## src/rtl/ahb2apb_bridge.sv

```systemverilog
// AHB-Lite slave to APB master bridge for a single APB slave, 32-bit data.
// One AHB transfer becomes one APB SETUP+ACCESS; a wait-state timeout aborts hung accesses with ERROR.
module ahb2apb_bridge #(
  parameter int paddr_w = 5,
  parameter int tmo_w   = 8
) (
  input  logic               clk,
  input  logic               rst,
  input  logic               hsel,
  input  logic [31:0]        haddr,
  input  logic [1:0]         htrans,
  input  logic               hwrite,
  input  logic [31:0]        hwdata,
  input  logic               hready,
  output logic [31:0]        hrdata,
  output logic               hreadyout,
  output logic               hresp,
  output logic [paddr_w-1:0] paddr,
  output logic [31:0]        pwdata,
  output logic               pwrite,
  output logic               psel,
  output logic               penable,
  input  logic [31:0]        prdata,
  input  logic               pready,
  input  logic               pslverr
);

  typedef enum logic [2:0] {IDLE, WDATA, SETUP, ACCESS, ERR1, ERR2} state_t;

  localparam logic [tmo_w-1:0] tmo_max = '1;

  state_t             state_q, state_d;
  logic [31:0]        hrdata_q, hrdata_d;
  logic               hreadyout_q, hreadyout_d;
  logic               hresp_q, hresp_d;
  logic [paddr_w-1:0] paddr_q, paddr_d;
  logic [31:0]        pwdata_q, pwdata_d;
  logic               pwrite_q, pwrite_d;
  logic               psel_q, psel_d;
  logic               penable_q, penable_d;
  logic [tmo_w-1:0]   tmo_cnt_q, tmo_cnt_d;

  logic unused_inputs;
  assign unused_inputs = ^{haddr[31:paddr_w], htrans[0]};

  always_comb begin
    state_d     = state_q;
    hrdata_d    = hrdata_q;
    hreadyout_d = hreadyout_q;
    hresp_d     = hresp_q;
    paddr_d     = paddr_q;
    pwdata_d    = pwdata_q;
    pwrite_d    = pwrite_q;
    psel_d      = psel_q;
    penable_d   = penable_q;
    tmo_cnt_d   = tmo_cnt_q;
    case (state_q)
      IDLE: begin
        hreadyout_d = 1'b1;
        hresp_d     = 1'b0;
        if (hsel && htrans[1] && hready) begin
          paddr_d     = haddr[paddr_w-1:0];
          pwrite_d    = hwrite;
          hreadyout_d = 1'b0;
          if (hwrite) begin
            state_d = WDATA;
          end else begin
            state_d = SETUP;
            psel_d  = 1'b1;
          end
        end
      end
      WDATA: begin
        pwdata_d = hwdata;
        psel_d   = 1'b1;
        state_d  = SETUP;
      end
      SETUP: begin
        penable_d = 1'b1;
        // Counter holds the number of the current ACCESS cycle, so the abort
        // comes after exactly tmo_max cycles without pready.
        tmo_cnt_d = tmo_w'(1);
        state_d   = ACCESS;
      end
      ACCESS: begin
        if (pready && pslverr) begin
          psel_d    = 1'b0;
          penable_d = 1'b0;
          hresp_d   = 1'b1;
          state_d   = ERR1;
        end else if (pready) begin
          if (!pwrite_q) hrdata_d = prdata;
          hreadyout_d = 1'b1;
          psel_d      = 1'b0;
          penable_d   = 1'b0;
          state_d     = IDLE;
        end else if (tmo_cnt_q == tmo_max) begin
          psel_d    = 1'b0;
          penable_d = 1'b0;
          hresp_d   = 1'b1;
          state_d   = ERR1;
        end else begin
          tmo_cnt_d = tmo_cnt_q + tmo_w'(1);
        end
      end
      ERR1: begin
        hresp_d     = 1'b1;
        hreadyout_d = 1'b1;
        state_d     = ERR2;
      end
      ERR2: begin
        hresp_d     = 1'b0;
        hreadyout_d = 1'b1;
        state_d     = IDLE;
      end
      default: begin
        state_d     = IDLE;
        hreadyout_d = 1'b1;
        hresp_d     = 1'b0;
        psel_d      = 1'b0;
        penable_d   = 1'b0;
      end
    endcase
  end

  always_ff @(posedge clk or posedge rst) begin
    if (rst) begin
      state_q     <= IDLE;
      hrdata_q    <= '0;
      hreadyout_q <= 1'b1;
      hresp_q     <= 1'b0;
      paddr_q     <= '0;
      pwdata_q    <= '0;
      pwrite_q    <= 1'b0;
      psel_q      <= 1'b0;
      penable_q   <= 1'b0;
      tmo_cnt_q   <= '0;
    end else begin
      state_q     <= state_d;
      hrdata_q    <= hrdata_d;
      hreadyout_q <= hreadyout_d;
      hresp_q     <= hresp_d;
      paddr_q     <= paddr_d;
      pwdata_q    <= pwdata_d;
      pwrite_q    <= pwrite_d;
      psel_q      <= psel_d;
      penable_q   <= penable_d;
      tmo_cnt_q   <= tmo_cnt_d;
    end
  end

  assign hrdata    = hrdata_q;
  assign hreadyout = hreadyout_q;
  assign hresp     = hresp_q;
  assign paddr     = paddr_q;
  assign pwdata    = pwdata_q;
  assign pwrite    = pwrite_q;
  assign psel      = psel_q;
  assign penable   = penable_q;

endmodule

```

## config.mk

```make
export PLATFORM = sky130hd
export DESIGN_NAME = ahb2apb_bridge
export DESIGN_NICKNAME = d
export VERILOG_FILES = /design/src/rtl/ahb2apb_bridge.sv
export SDC_FILE = /design/constraint.sdc
export NUM_CORES = 1
export LEC_CHECK = 0
export ABC_AREA = 0
export BUFFER_PORTS_ARGS = -buffer_cell sky130_fd_sc_hd__buf_4
export CORE_ASPECT_RATIO = 0.8
export CORE_MARGIN = 5
export CORE_UTILIZATION = 49
export CTS_CLUSTER_SIZE = 20
export DETAILED_ROUTE_END_ITERATION = 12
export PLACE_DENSITY = 0.85
export SYNTH_ARGS = -nofsm -noshare
export SYNTH_HDL_FRONTEND = slang
export SYNTH_SLANG_ARGS = --single-unit
```

## constraint.sdc

```tcl
create_clock -name clk -period 4.9 [get_ports clk]
set_clock_uncertainty 0.15 [all_clocks]
set_input_delay 0.735 -clock clk [delete_from_list [all_inputs] [get_ports clk]]
set_output_delay 0.735 -clock clk [all_outputs]
set_load 0.005 [all_outputs]
```

Yosys cells after proc, flatten, opt, wreduce, memory -nomap -nowiden
Index checks and enable logic that the tools add are counted.

storage, ports and cells
  logic and storage cells = 72
  output and inout port bits = 74
  register bits = 85

operators by class
  mux-type cells = 25
  eq/ne operators = 15
  bitwise gates (word level) = 5
  $add $sub $neg = 1
  reductions and logical operators = 16

operator list
  cell                   count
  $mux W8                3
  $pmux W8 S2            1
  $pmux W3 S5            1
  $mux W3                4
  $ne A2 B2 Y1 const B   6
  $reduce_and A4 Y1      3
  $mux W1                11
  $pmux W1 S3            3
  $add A8 B1 Y8 const B  1
  $eq A8 B8 Y1 const B   1
  $eq A3 B2 Y1 const B   2
  $eq A3 B3 Y1 const B   2
  $ne A3 B3 Y1 const B   2
  $reduce_and A2 Y1      3
  $reduce_and A3 Y1      2
  $not A1 Y1             5
  $ne A4 B4 Y1 const B   1
  $pmux W1 S4            1
  $reduce_or A4 Y1       1
  $eq A3 B1 Y1 const B   1
  $logic_and A1 B1 Y1    3
  $logic_not A3 Y1       1
  $reduce_or A3 Y1       1
  $mux W2                1
  other kinds (2)        2

Depth between registers and ports, before layout
Gate-level depths: netlist of the first run.

  word-level depth = 5
  gate-level depth with buffers = 6

Least setup slack after synthesis of the first run
No wires, ideal clock.

  kind = input -> register
  from = input hready
  to = register paddr_q[0] (netlist: paddr[0])
  cell stages on the path = 4
  buffers on the path = 1
  arrival time = 1.641 ns
  required time = 4.625 ns
  setup time = 0.125 ns
  slack = 2.985 ns
  cells stage by stage = nand3_1 or4_1 buf_2 mux2_2

on the way
  word-level cells in the longest chain between the ends = 2

ends and longest elaborated chain
  what                         RTL line  text
  start, declared              14        input logic hready,
  $logic_and A1 B1 Y1          61        if (hsel && htrans[1] && hready) begin
  $reduce_and A2 Y1 (no line)  -
  end signal, assigned         143       paddr_q <= paddr_d;
  end, declared                36        logic [paddr_w-1:0] paddr_q, paddr_d;

Every way passes these cells.
A chain may end at the register's enable or synchronous reset.

Worst setup path after layout of the first run
  from = register state_q[0]
  to = register hrdata_q[14] (netlist: hrdata[14])

on the way
  word-level cells in the longest chain between the ends = 2

ends and longest elaborated chain
  what                         RTL line  text
  start, declared              32        state_t state_q, state_d;
  start signal, assigned       139       state_q <= state_d;
  $eq A3 B2 Y1                 57        case (state_q)
  $reduce_and A4 Y1 (no line)  -
  end signal, assigned         140       hrdata_q <= hrdata_d;
  end, declared                33        logic [31:0] hrdata_q, hrdata_d;

Every way passes these cells.

==> flow_summary.ini, run 1 <==
[routing]
drcViolationCount = 0
initialDrtViolationCount = 117
drt-pass1-iter-count = 4
drt-total-wl_mm = 8.24
vias_per_cell = 5.21
avgRoutedWirePerCell_um = 16.7
drtAntennaViolNets = 0
vias = 2575

[placement]
finalWeightedCongestion = 0.821
dp_slack_ns = 1.96
dp_hpwl_mm = 6.13
port_buffers = 150

[setup_path]
reg2reg_slack_ns = 2.18
arrival_ns = 2.79
critical_path_required_ns = 4.97
worstRegToRegCells = 3
r2r-start = state_q[0]$_DFFE_PP0P_
crit_type = reg -> reg
critPathLaunchType = flip-flop
worst-path-max-fanout = 32
critPathLaunch = state_q[0]$_DFFE_PP0P_
setup.worst_path.end = hrdata[14]$_DFFE_PP0P_
r2r_end = hrdata[14]$_DFFE_PP0P_
crit_path_end_kind = flip-flop

[clock_tree]
cts_buffer_depth = 2
cts.clk_slew.worst_paths_ns = 0.08
hold_buffers = 0
cts-resized-gates = 0
root_buffer = clkbuf_8
htreeDepth = 3
post_cts.repair.setup_buffers = 0
clkLatencyLatePin_ns = 0.34
cts_tree = yes
cts.sinks = 85
cts_buffers = 9

[synthesis]
netlist_area_um2 = 3620
yosysTopAreaCell = dfrtp_1
ys_types = 43
synth_common_cells = 84 x dfrtp_1, 40 x mux2_2, 30 x mux2_4, 11 x nor2_1, 10 x nand2_1
syn_area_per_cell_um2 = 14.4
syn_nets = 357
synth-seq-cells = 85
async_flop_share_pct = 100
synth-main-ff-cell = dfrtp_1
seq_area_frac_synth_pct = 58.7
synth_cells = 251
synth.most_common_cell = dfrtp_1
synth_edf_count = 0
synth_top_area_share_pct = 58.0
synth_warnings = 0
synth.area.top_cells = dfrtp_1 58%, mux2_2 12%, mux2_4 12%, buf_6 1.2%, nor2_1 1.1%

[pwr]
p_leak_nw = 2.46
comb_power_share_pct = 43.2
swShare_pct = 30.4
p_sw_mw = 0.903
ir_worst_vdd_v = 0.000316
seqPwrFrac_pct = 42.8
p_per_area_nw_per_um2 = 601
pwr-share-clk_pct = 14.0
intPower_mw = 2.06

[layout]
final_util_pct = 67.8
syn_to_final_growth_pct = 36.3
final_nets = 506
drive_above_1_share_pct = 59.7
antenna_cells = 0

[sta]
finalSetupTns_ns = 0
min_period_ns = 2.72
drv_slew = 0
worstMarginPinSlew_ns = 1.17
min_period_over_period_pct = 55.6
slew_headroom_pct = 21.5
layout_setup_ws_ns = 2.18
rsz0062_at_grt = false
hold_viol_final = 0
finalSetupViolations = 0
max_freq_ghz = 0.367

[global_routing]
grt_pass1_wl_mm = 13.5
grt_max_degree = 58
antenna_found_initial = 0
grt-ovfl-total = 0
grtUsageTotal_pct = 18.6
grt_pass1_vias = 2634

[floorplan]
die_h_um = 86.9
top_level_ports = 179
start_util_pct = 49.7
fp.coreArea_um2 = 7290
rows = 28
die-area_um2 = 9230
die_x_um = 106

[worst_hold_path]
hold_class = reg -> reg

[flow_run]
maxCapViolations = 0

[outcome]
status = completed
==> routing by layer <==
layer / wire length, µm / GRT usage, % / part of all wire [%] / vias up
li1: - / - / - / 1198
met1: 3430 / 23.6 / 42 / 1266
met2: 4090 / 30.4 / 50 / 99
met3: 606 / 5.86 / 7.4 / 12
met4: 111 / 6.35 / 1.3 / 0
met5: 0 / 0 / 0 / -
==> placed cells by master, fill, tap and decap left out, drive strengths merged, types with 3 or more instances in the layout <==
master  netlist  layout
dfrtp        84      84
mux2         71      71
nand2        10      10
clkbuf        2      11
nand2b        3       3
nor2b         4       4
a31oi         3       3
buf          12     152
a21oi         6       6
nor2         11      11
clkinv        0       4
o21ai         6       6
nand3         5       5
inv           5       4
==> worst max-delay path: stages, from the launching register on <==
cell      delay (ns)
dfrtp_1         0.70
and2b_1         0.26
nand3b_2        0.84
mux2_4          0.62
==> how the worst min path moves through the flow <==
stage / from / endpoint / slack (ns) / depth (start not counted)
floorplan: tmo_cnt_q[4]$_DFFE_PP0P_ / tmo_cnt_q[4]$_DFFE_PP0P_ / 0.33 / 2
global placement: pwdata[21]$_DFFE_PP0N_ / pwdata[21]$_DFFE_PP0N_ / 0.32 / 1
detailed placement: hrdata[30]$_DFFE_PP0P_ / hrdata[30]$_DFFE_PP0P_ / 0.34 / 1
CTS: hrdata[16]$_DFFE_PP0P_ / hrdata[16]$_DFFE_PP0P_ / 0.36 / 1
global route: pwdata[20]$_DFFE_PP0N_ / pwdata[20]$_DFFE_PP0N_ / 0.37 / 1
finish: pwdata[4]$_DFFE_PP0N_ / pwdata[4]$_DFFE_PP0N_ / 0.36 / 1
==> cells by family after synthesis <==
| kind of cell | share of synthesized area [%] |
|---|---|
| DFF | 58.7 |
| buffers and inverters | 3.28 |
| AOI/OAI and AO/OA | 5.77 |
| xor gates and xnor gates | 0.242 |
| muxes | 25.4 |
| adders and majority gates | 0.345 |
| and+or+nand+nor | 6.21 |
==> layout make-up <==
class	instances	area [µm²]
clock buffers	11	131
clock inverters	4	26.3
fillers	559	2350
inverters	5	20.0
multi-input cells	147	1380
flip-flops and latches	85	2130
well taps	90	113
repair buffers	152	1140
==> power by group through the flow <==
stage	Sequential, mW	Combinational (mW)	Clock (mW)
2_1_floorplan	1.25	0.684	0
3_3_place_gp	1.26	1.26	0
3_5_place_dp	1.28	1.30	0
4_1_cts	1.27	1.30	0.434
5_1_grt	1.33	1.39	0.457
6_report	1.27	1.28	0.415
==> stage by stage <==
step	instances	hold WS, ns	cell area, µm²	power (mW)
3_5_place_dp	479	0.344	4780	2.58
3_3_place_gp	479	0.321	4780	2.52
4_1_cts	494	0.363	4940	3.01
5_1_grt	494	0.374	4940	3.17
6_report	494	0.362	4940	2.97
2_1_floorplan	251	0.328	3620	1.93
==> state kept, by name, indices dropped and copies added (netlist names) <==
signal,flops
pwrite,1
hrdata,32
penable,1
tmo_cnt_q,8
psel,1
hresp,1
hreadyout,1
pwdata,32
paddr,5
state_q,3
(Power assumes the default switching activity.)
==> run 2, diff against run 1 <==
--- a/config.mk
+++ b/config.mk
@@ -9,10 +9,10 @@
 export BUFFER_PORTS_ARGS = -buffer_cell sky130_fd_sc_hd__buf_4
 export CORE_ASPECT_RATIO = 0.8
 export CORE_MARGIN = 5
-export CORE_UTILIZATION = 49
+export CORE_UTILIZATION = 46
 export CTS_CLUSTER_SIZE = 20
 export DETAILED_ROUTE_END_ITERATION = 12
-export PLACE_DENSITY = 0.85
+export PLACE_DENSITY = 0.8
 export SYNTH_ARGS = -nofsm -noshare
 export SYNTH_HDL_FRONTEND = slang
 export SYNTH_SLANG_ARGS = --single-unit
==> constraint.sdc (replaced) <==
create_clock -name clk -period 2.72 [get_ports clk]
set_clock_uncertainty 0.15 [all_clocks]
set_input_delay 0.408 -clock clk [delete_from_list [all_inputs] [get_ports clk]]
set_output_delay 0.408 -clock clk [all_outputs]
set_load 0.005 [all_outputs]
==> flow_summary.ini, run 2 (synthesis results as in run 1) <==
[outcome]
status = completed

[sta]
max_freq_ghz = 0.456
min_period_ns = 2.19
finalSetupViolations = 0
worstMarginPinSlew_ns = 0.666
hold_viol_final = 0
rsz0062_at_grt = false
drv_slew = 0
slew_headroom_pct = 55.5
min_period_over_period_pct = 80.6
finalSetupTns_ns = 0

[routing]
drt-pass1-iter-count = 4
drtAntennaViolNets = 0
avgRoutedWirePerCell_um = 16.5
vias = 2559
initialDrtViolationCount = 103
vias_per_cell = 4.94
drcViolationCount = 0
drt-total-wl_mm = 8.52

[layout]
final_cell_mix = 154 x buf_4, 84 x dfrtp_1, 40 x mux2_2, 30 x mux2_4, 11 x nor2_1
final_nets = 511
antenna_cells = 0
drive_above_1_share_pct = 60.5
fill_cells = 586
fin_area_um2 = 5090
syn_to_final_growth_pct = 40.4
final_common_cell = buf_4

[clock_tree]
cts_buffers = 9
htreeDepth = 3
post_cts.repair.setup_buffers = 0
root_buffer = clkbuf_8
cts.sinks = 85
clkLatencyLatePin_ns = 0.34
hold_buffers = 1
cts_tree = yes
cts-resized-gates = 0
cts_buffer_depth = 2
cts.clk_slew.worst_paths_ns = 0.09

[global_routing]
grt-ovfl-total = 0
grt_pass1_wl_mm = 13.1
grtUsageTotal_pct = 17.2
grt_max_degree = 42
grt_pass1_vias = 2584
antenna_found_initial = 0

[placement]
dp_hpwl_mm = 6.42
place_area_um2 = 4860
finalWeightedCongestion = 0.805
port_buffers = 150

[pwr]
seqPwrFrac_pct = 40.4
comb_power_share_pct = 42.7
power_mw = 5.56
ir_worst_vdd_v = 0.000547
pwr-share-clk_pct = 16.9
swShare_pct = 30.3
p_sw_mw = 1.69
p_per_area_nw_per_um2 = 1090
p_leak_nw = 2.52
intPower_mw = 3.87

[setup_path]
arrival_ns = 2.28
crit_type = reg -> reg
crit_path_end_kind = flip-flop
critPathLaunchType = flip-flop
cp_cell_sequence = nor3b_2 > nand3b_2 > buf_12 > mux2_4
cpMaxStageDelayCell = dfrtp_1
critical-path-top-delay-family = simple AND/OR/NAND/NOR gates
critPathMaxStageDelay_ns = 0.59
worst-path-max-fanout = 17
critical_path_required_ns = 2.81
path_buf_inv = 1

[floorplan]
die_x_um = 109
die-area_um2 = 9770
top_level_ports = 179
start_util_pct = 46.5
rows = 29
fp.coreArea_um2 = 7800
die_h_um = 89.4

[worst_hold_path]
hold_class = in -> reg

[flow_run]
maxCapViolations = 0
==> run 2: cell count changes in the layout (fill, tap and decap cells not counted), sizes merged <==
| cell | change |
|---|---|
| buf | +4 |
| bufinv | +1 |
| clkbuf | -1 |
| clkinv | -3 |
| clkinvlp | +1 |
| dlygate4sd3 | +1 |
| inv | +3 |
==> run 2: power groups by stage <==
stage          logic, mW  registers (mW)  clock network, mW
2_1_floorplan       1.23            2.25                  0
3_3_place_gp        2.35            2.23                  0
3_5_place_dp        2.41            2.27                  0
4_1_cts             2.42            2.25              0.974
5_1_grt             2.57            2.33               1.04
6_report            2.38            2.24              0.941
==> run 2: cell type report <==
cell class                      instances  area (µm²)  area share (%)
Sequential cell                        85        2130            41.8
Multi-Input combinational cell        147        1380            27.1
Inverter                                5        22.5           0.443
Timing Repair Buffer                  157        1210            23.7
Clock inverter                          6        77.6            1.52
Tap cell                              108         135            2.66
Clock buffer                           10         138            2.71
==> run 2: routing by layer <==
metal	up-vias	wire length (µm)	track usage (%)
met5	-	0	0
met4	0	32	4.08
met3	4	632	4.62
met2	91	4280	28.8
met1	1260	3570	22.7
li1	1204	-	-
==> run 2: final timing paths <==
path,from,to,slack (ns),depth (start not counted)
setup reg to reg,state_q[1]$_DFFE_PP0P_,hrdata[26]$_DFFE_PP0P_,0.53,4
setup / recovery,state_q[1]$_DFFE_PP0P_,hrdata[26]$_DFFE_PP0P_,0.53,4
max in group asynchronous,rst,hrdata[28]$_DFFE_PP0P_,1.21,4
hold / removal,prdata[19],hrdata[19]$_DFFE_PP0P_,0.13,2
min in group asynchronous,rst,hrdata[13]$_DFFE_PP0P_,0.55,3
hold reg to reg,pwdata[21]$_DFFE_PP0N_,pwdata[21]$_DFFE_PP0N_,0.36,1
==> run 2: per-stage QoR <==
stage          hold WS, ns  setup WS (ns)  instances  util, %
3_3_place_gp         0.321          0.526        501     62.3
4_1_cts              0.112          0.521        518     65.2
3_5_place_dp         0.331          0.519        501     62.3
5_1_grt              0.105          0.425        518     65.2
2_1_floorplan        0.328          0.823        251        -
6_report             0.134          0.527        518     65.2
